===== src/rtl/layer_sequencer_pkg.sv =====
// Purpose: shared types and constants for the layer sequencer and its clamp.
// Latency: n/a (declarations only).
// Backpressure: n/a.
// Contents: FSM state enum, int8 saturation bounds, address-width helper.
package layer_sequencer_pkg;

  typedef enum logic [1:0] {
    LOAD = 2'd0,
    MAC  = 2'd1,
    EMIT = 2'd2
  } state_t;

  localparam int SAT_MAX = 127;
  localparam int SAT_MIN = -128;

  // Bit width needed to index 'depth' entries; never below 1 so a
  // single-entry space still gets a legal one-bit port.
  function automatic int addr_w(input int depth);
    return (depth > 1) ? $clog2(depth) : 1;
  endfunction

endpackage


===== src/rtl/layer_sequencer_acc_clamp.sv =====
// Purpose: saturate a signed accumulator value to signed int8.
// Latency: combinational, zero cycles.
// Backpressure: none (pure function of din).
// Ports: din  - signed IN_WIDTH accumulator value
//        dout - signed 8-bit result, clamped to [SAT_MIN, SAT_MAX]
module acc_clamp
  import layer_sequencer_pkg::*;
#(
  parameter int IN_WIDTH = 20
) (
  input  logic signed [IN_WIDTH-1:0] din,
  output logic signed [7:0]          dout
);

  localparam logic signed [IN_WIDTH-1:0] HI = IN_WIDTH'(SAT_MAX);
  localparam logic signed [IN_WIDTH-1:0] LO = IN_WIDTH'(SAT_MIN);

  always_comb begin
    dout = din[7:0];
    if (din >= HI) begin
      dout = 8'(SAT_MAX);
    end else if (din <= LO) begin
      dout = 8'(SAT_MIN);
    end
  end

endmodule


===== src/rtl/layer_sequencer.sv =====
// Purpose: one fully-connected layer on a single shared 8x8 MAC + int8 clamp.
// Latency: NUM_INPUTS load beats, then NUM_INPUTS MAC cycles + >=1 emit cycle per neuron.
// Backpressure: in_ready only in LOAD; out_ready low in EMIT freezes all datapath state.
// Ports: clk/rst_n (sync active-low); in_valid/in_ready/in_data activation stream;
//        weight_addr/weight_data combinational ROM; out_valid/out_ready/out_data/
//        out_index result stream; busy (MAC or EMIT); layer_done (last result handshake).
module layer_sequencer
  import layer_sequencer_pkg::*;
#(
  parameter  int NUM_INPUTS  = 8,
  parameter  int NUM_NEURONS = 4,
  parameter  int ACC_W       = 20,
  localparam int AW          = addr_w(NUM_INPUTS * NUM_NEURONS),
  localparam int IW          = addr_w(NUM_INPUTS),
  localparam int NW          = addr_w(NUM_NEURONS)
) (
  input  logic                 clk,
  input  logic                 rst_n,
  input  logic                 in_valid,
  output logic                 in_ready,
  input  logic signed [7:0]    in_data,
  output logic        [AW-1:0] weight_addr,
  input  logic signed [7:0]    weight_data,
  output logic                 out_valid,
  input  logic                 out_ready,
  output logic signed [7:0]    out_data,
  output logic        [NW-1:0] out_index,
  output logic                 busy,
  output logic                 layer_done
);

  localparam logic [IW-1:0] LAST_IN = IW'(NUM_INPUTS - 1);
  localparam logic [NW-1:0] LAST_N  = NW'(NUM_NEURONS - 1);

  state_t                  state, state_nxt;
  logic        [IW-1:0]    ptr;
  logic        [IW-1:0]    idx;
  logic        [NW-1:0]    neuron;
  logic signed [ACC_W-1:0] acc;
  logic signed [7:0]       act [NUM_INPUTS];
  logic signed [15:0]      prod;
  logic signed [ACC_W-1:0] prod_ext;
  logic        [AW-1:0]    addr_cur;

  assign prod     = act[idx] * weight_data;
  assign prod_ext = {{(ACC_W-16){prod[15]}}, prod};
  assign addr_cur = AW'(neuron) * AW'(NUM_INPUTS) + AW'(idx);

  always_ff @(posedge clk) begin
    if (!rst_n) begin
      state <= LOAD;
    end else begin
      state <= state_nxt;
    end
  end

  always_comb begin
    state_nxt   = state;
    in_ready    = 1'b0;
    out_valid   = 1'b0;
    busy        = 1'b0;
    layer_done  = 1'b0;
    weight_addr = '0;
    case (state)
      LOAD: begin
        // Gated by rst_n so no beat is acknowledged during reset.
        in_ready = rst_n;
        if (in_valid && rst_n && ptr == LAST_IN) state_nxt = MAC;
      end
      MAC: begin
        busy        = 1'b1;
        weight_addr = addr_cur;
        if (idx == LAST_IN) state_nxt = EMIT;
      end
      EMIT: begin
        busy        = 1'b1;
        out_valid   = 1'b1;
        // idx/neuron are held, so the address stays frozen during a stall.
        weight_addr = addr_cur;
        if (out_ready) begin
          if (neuron == LAST_N) begin
            layer_done = 1'b1;
            state_nxt  = LOAD;
          end else begin
            state_nxt  = MAC;
          end
        end
      end
      default: state_nxt = LOAD;
    endcase
  end

  always_ff @(posedge clk) begin
    if (!rst_n) begin
      ptr    <= '0;
      idx    <= '0;
      neuron <= '0;
      acc    <= '0;
    end else begin
      case (state)
        LOAD: begin
          if (in_valid) begin
            if (ptr == LAST_IN) begin
              ptr    <= '0;
              idx    <= '0;
              neuron <= '0;
              acc    <= '0;
            end else begin
              ptr <= ptr + IW'(1);
            end
          end
        end
        MAC: begin
          // Wraps modulo 2^ACC_W; saturation happens only at the output.
          acc <= acc + prod_ext;
          if (idx != LAST_IN) idx <= idx + IW'(1);
        end
        EMIT: begin
          if (out_ready) begin
            idx <= '0;
            acc <= '0;
            if (neuron == LAST_N) neuron <= '0;
            else                  neuron <= neuron + NW'(1);
          end
        end
        default: ;
      endcase
    end
  end

  // Activation buffer needs no reset: every LOAD overwrites all entries
  // before the MAC phase reads any of them.
  always_ff @(posedge clk) begin
    if (rst_n && state == LOAD && in_valid) act[ptr] <= in_data;
  end

  acc_clamp #(.IN_WIDTH(ACC_W)) u_clamp (
    .din  (acc),
    .dout (out_data)
  );

  assign out_index = neuron;

endmodule


===== config.mk =====
export PLATFORM = sky130hd
export DESIGN_NAME = layer_sequencer
export DESIGN_NICKNAME = d
export VERILOG_FILES = /design/src/rtl/layer_sequencer_pkg.sv /design/src/rtl/layer_sequencer_acc_clamp.sv /design/src/rtl/layer_sequencer.sv
export SDC_FILE = /design/constraint.sdc
export NUM_CORES = 1
export LEC_CHECK = 0
export ABC_AREA = 1
export BUFFER_PORTS_ARGS = -buffer_cell sky130_fd_sc_hd__buf_2
export CAP_MARGIN = 30
export CORE_MARGIN = 5
export CORE_UTILIZATION = 30
export DETAILED_ROUTE_END_ITERATION = 16
export PLACE_DENSITY_LB_ADDON = 0.12
export SYNTH_ARGS = -nofsm -noshare
export SYNTH_HDL_FRONTEND = slang
export SYNTH_HIERARCHICAL = 1
export SYNTH_SLANG_ARGS = --single-unit

===== constraint.sdc =====
create_clock -name clk -period 7.33 [get_ports clk]
set_input_delay 1.466 -clock clk [delete_from_list [all_inputs] [get_ports clk]]
set_output_delay 1.466 -clock clk [all_outputs]
set_load 0.01 [all_outputs]

# Word-level counts from Yosys, hierarchy flattened
# Memories as Yosys holds them, arrays and structs flattened. A register that Yosys moved wholly into a read port is not among the register bits.
# Index checks and enable logic that the tools add are counted.
[classes]
add_sub_neg = 5
multipliers = 1
n_div = 0
magnitude_cmp = 2
eq_ne = 12
shifts = 0
n_mux = 33
bitwise_logic = 0
n_reduce_logical = 13
[ops]
columns = ["cell", "count"]
rows = [
  ["2-to-1 mux 20 bit", 3],
  ["one-hot mux 20 bit (3 select lines)", 1],
  ["2-to-1 mux 3 bit", 7],
  ["adder 20 x 16 -> 20 bit", 1],
  ["greater-or-equal comparator 20 x 8 -> 1 bit (second input constant)", 1],
  ["less-or-equal comparator 20 x 8 -> 1 bit (second input constant)", 1],
  ["multiplier 8 x 8 -> 16 bit", 1],
  ["2-to-1 mux 8 bit", 2],
  ["2-to-1 mux 2 bit", 7],
  ["inequality test 2 bit (second input constant)", 6],
  ["2-to-1 mux 1 bit", 9],
  ["one-hot mux 3 bit (3 select lines)", 1],
  ["AND reduction 4 bit", 2],
  ["adder 3 x 1 -> 3 bit (second input constant)", 2],
  ["== test 3 bit (second input constant)", 2],
  ["one-hot mux 2 bit (3 select lines)", 1],
  ["adder 5 x 3 -> 5 bit", 1],
  ["2-to-1 mux 5 bit", 1],
  ["AND reduction 5 bit", 1],
  ["== test 2 bit (second input constant)", 2],
  ["logical AND 1 bit", 4],
  ["one-hot mux 2 bit (2 select lines)", 1],
  ["inequality test 3 bit (second input constant)", 1],
  ["AND reduction 3 bit", 1],
  ["other kinds (7)", 7],
]
[totals]
register_bits = 30
latchBits = 0
ram_bits = 64
romBits = 0
inputBits = 20
output_inout_bits = 19
memories = 1
[memory_table]
columns = ["memory", "depth", "word_bits", "rd", "rd_clocked_by_memory_dff", "write_ports", "line_no", "text"]
rows = [
  ["act", 8, 8, 1, 1, 1, "layer_sequencer.sv:40", "logic signed [7:0] act [NUM_INPUTS];"],
]

# Depth between registers and ports, before layout
[depth]
ltp_word = 6
depth_mapped = 28

# Hierarchy
# Netlist, hierarchy kept.
[by_module_without_submodules]
columns = ["module", "instances", "cells_per_inst", "area_each_um2", "seq_area_each_um2"]
rows = [
  ["layer_sequencer", 1, 839, 7674.9, 2582.5],
  ["acc_clamp", 1, 50, 257.7, 0.0],
]

# Worst setup path before layout
# No wires, ideal clock.
[synth_timing]
path_kind = "in2reg"
startpoint = "in weight_data[1]"
endpoint = "reg acc[19]"
setup_time_ps = 120
arrival_ps = 6061
t_required_ps = 7210
slack_ps = 1150
stages = 17
path_buffers = 1
path_cell_list = "buf_1 inv_1 nor2_1 fa_1 fa_1 fa_1 fa_1 ha_1 ha_1 nand2_1 inv_1 a21oi_2 nand2_2 a21oi_1 nand3_1 nand3_1 a21oi_1"
[synth_between]
elab_chain_len = 3
[synth_rtl]
columns = ["element", "line_no", "text"]
rows = [
  ["start, declared", "layer_sequencer.sv:23", "input logic signed [7:0] weight_data,"],
  ["multiplier 8 x 8 -> 16 bit", "layer_sequencer.sv:45", "assign prod = act[idx] * weight_data;"],
  ["adder 20 x 16 -> 20 bit", "layer_sequencer.sv:115", "acc <= acc + prod_ext;"],
  ["one-hot mux 20 bit (3 select lines)", "layer_sequencer.sv:100", "case (state)"],
  ["end signal, assigned", "layer_sequencer.sv:115", ""],
  ["end, declared", "layer_sequencer.sv:39", "logic signed [ACC_W-1:0] acc;"],
]
# No other way between the ends.
# A chain may end at the register's enable or synchronous reset.

==> summary.txt <==
Synth
  – Mapped Avg Cell Area: 8.92 µm²
  – Post-synthesis sequential area ratio: 32.6%
  – Synth warn: 6
  – Area share of the largest cell type after synthesis: about a quarter
  – Synth async-reset ratio: 0%
  – Adder-Cell Fraction of Synth Area: between 30% and 40%
  – Cells after Synth: 889
  – Synthesized flop and latch total: 97
  – Ranking of synthesized cells by area: edfxtp_1 24%, fa_1 22%, ha_1 8.7%
  – Synth Area in Compound Gates: 9.04%
  – Dominant cell type by area after synthesis: edfxtp_1
  – Distinct cell type count after synthesis: 42
  – Synth Area in Simple Gates: 17.9%
  – Post-synthesis mux area share: 0%
  – Xor and xnor fraction of the mapped netlist area: 0.110%
  – Largest family of logic cells by synthesized area: adder cells
  – Main synth FF type: edfxtp_1
  – Synth Cell Area: 7930 µm²
  – Post-synth EDFFs: 64
  – Mapped Nets: 1052

Route
  – Post-DRT Antenna Nets: 0
  – Drt pass-1 iters: 4
  – WL final: 20.0 mm
  – Drt via density: 4.52
  – Residual DRC: 0
  – Initial DRC Count: 260
  – Wire per inst: 15.8 µm
  – Via count: 5713

CTS
  – Clock root buffer: clkbuf_16
  – Worst skew pair latency: between 0.3 and 0.4 ns
  – H-tree depth: 3
  – CTS tree: yes
  – Cts hold-fix bufs: 0
  – CTS sink count: 97
  – CTS resizes: 0
  – CTS Buf Count: 9
  – Largest buffer count on any clock path: 2
  – Post-CTS setup buffers: 0
  – CTS clk-pin slew, worst paths: roughly 0.08 ns

Critical path
  – Worst Path Buf+Inv: 3
  – CP Cell Sequence: inv_2 > o21ai_0 > o221ai_1 > nand2_2 > nor2_2 > inv_2 > fa_1 > inv_1 > fa_1 > fa_1 > fa_1 > fa_1 > ha_1 > a21oi_1 > nand2_1 > nand2_1 > nand2_2 > or2_0 > nand3_1 > a21oi_1
  – Setup crit start kind: register
  – Crit path max-delay cell type: nor2_2
  – Critical Path Most Common Cell: fa_1
  – Max FO, Critical Path: 17
  – CP Capture Type: register
  – WP data arrival: 6.45 ns
  – Crit path max-delay family: adder cells
  – WP data required: 7.54 ns
  – WS Path Type: reg2reg
  – CP peak stage delay: roughly 0.70 ns

Cells and area
  – Multi-input logic area: 4600 µm²
  – Final cell utilization of the core: between 30% and 40%
  – FF/Latch Area: 2580 µm²
  – Fillcell total: 2774
  – Fin nets: around 1100
  – Area Growth Syn to Fin: 11.0%
  – Final Cell Area: a little under 9000 µm²
  – Non-Filler Instances: ~1300
  – N_diodes: 0
  – Share of layout cells above drive strength 1: 10.6%

STA
  – Worst slew pin tran: roughly 0.92 ns
  – Unrepaired setup endpoints after global routing: no
  – Setup TNS: 0 ns
  – Fin worst setup slack: 1.09 ns
  – Period utilization: 85.2%
  – Slew headroom: a little under two fifths
  – Setup Viol. Count Final: 0
  – Clk_skew: around 0.016 ns
  – Final Hold Vio Count: 0
  – Final min period: 6.24 ns
  – Final Max Slew Viols: 0
  – Fmax: 160 MHz

Floorplanning
  – Core Area: 26100 µm²
  – Die Width: 173 µm
  – Num ports: 39
  – Row Count: 59
  – Die Span Y: 173 µm
  – Initial Util: a little under a third
  – DIE AREA: slightly below 30000 µm²

Global routing
  – M1 GR Usage: 19.1%
  – Maximum number of pins on one net before global-route repair: 29
  – Grt ovf: 0
  – Number of global-route vias before repair: about 6100
  – Met3 GRT Util: 2.07%
  – Initial antenna violation count: 1
  – Global Route Usage Sum: between 10% and 20%
  – First-pass GRT wire length: 33.0 mm
  – Busiest grt layer: met2
  – M2 GR Usage: 23.1%

Place
  – Area after DPL: approximately 8500 µm²
  – GPL Wtd Cong: roughly 0.86
  – Final HPWL DP: approximately 16 mm
  – Dpl cells: 1248
  – Post-placement setup slack: around 0.86 ns
  – PortBufs: 38

Status
  – Status: completed

Flow run
  – Max-cap violations: 0

Hold path
  – Worst hold-check path type: reg2reg

Power and ir drop
  – Max VDD drop: 0.000170 V
  – LEAKAGE: about 4.1 nW
  – Power per cell area: approximately 380 nW/µm²
## registers in the layout, summed over array words and instances, names as in the netlist, named ones only
name and count:
state 2, ptr 3, idx 3, out_index 2
act 64, acc 20
## per-layer routing
layer,wire length [µm],up-vias
met1,9570,2702
met4,282,2
met2,9460,97
li1,-,2895
met5,7,-
met3,695,17
## worst reg2reg max path, delay by kind of cell (launching register included)
| kind | cells | cell delay (ns) |
|---|---|---|
| adders and majority gates | 6 | 2.90 |
| and+or+nand+nor | 7 | 1.54 |
| AOI/OAI and AO/OA | 4 | 0.65 |
| DFF | 1 | 0.52 |
| buffers and inverters | 3 | 0.49 |
## synthesized netlist by cell type, drive strengths merged (3+ instances only)
library cell,n
a21oi,46
buf,14
clkbuf,5
dfxtp,33
edfxtp,64
fa,88
ha,55
inv,172
nand2,167
nand3,29
nand4,6
nor2,122
nor3,5
o21a,3
o21ai,50
o221ai,14
o22ai,4
or2,4
## cells by family after synthesis
logic type	after synthesis
adders and majority gates	143
xor gates and xnor gates	1
AOI/OAI and AO/OA	121
and+or+nand+nor	335
DFF	97
buffers and inverters	192
## placed cells by master (no fill, tap or decap), types with 4 or more instances in the layout
cell type and count:
nand2_2 8, buf_4 5, nand4_1 6, nor2_2 4
o21ai_1 23, ha_1 55, dfxtp_1 33, a21oi_1 43
nor2_1 114, buf_2 38, nor3_1 5, o22ai_1 4
clkbuf_16 9, o221ai_1 14, edfxtp_1 64, nand3_1 26
inv_2 13, o21ai_0 26, nand2_1 159, inv_1 158
fa_1 88
## layout make-up
type | count | area share [%]
timing repair buffer | 44 | 2.71
sequential | 97 | 29.3
clock inverter | 7 | 0.981
clock buffer | 9 | 2.56
inverter | 173 | 7.40
tap | 335 | 4.76
multi-input combinational | 600 | 52.2
## power breakdown
group,internal (mW),total [mW],switching (mW)
registers,0.610,0.626,0.0159
clock network,0.247,0.494,0.247
logic,0.820,2.25,1.43
total,1.68,3.37,1.69
## metrics by stage
stage	power (mW)	hold WS [ns]
4_1_cts	3.43	0.515
2_1_floorplan	2.35	0.472
6_report	3.37	0.508
3_5_place_dp	2.92	0.505
3_3_place_gp	2.94	0.496
5_1_grt	3.79	0.524
## final timing paths
path,cells past startpoint,slack (ns),startpoint,end
setup / recovery,20,1.09,register,acc[10]$_SDFFE_PN0P_
hold / removal,2,0.51,out_index[1]$_SDFFE_PN0P_,out_index[1]$_SDFFE_PN0P_
setup reg to reg,20,1.09,register,acc[10]$_SDFFE_PN0P_
hold reg to reg,2,0.51,out_index[1]$_SDFFE_PN0P_,out_index[1]$_SDFFE_PN0P_
Power figures use the tool's default switching activity.
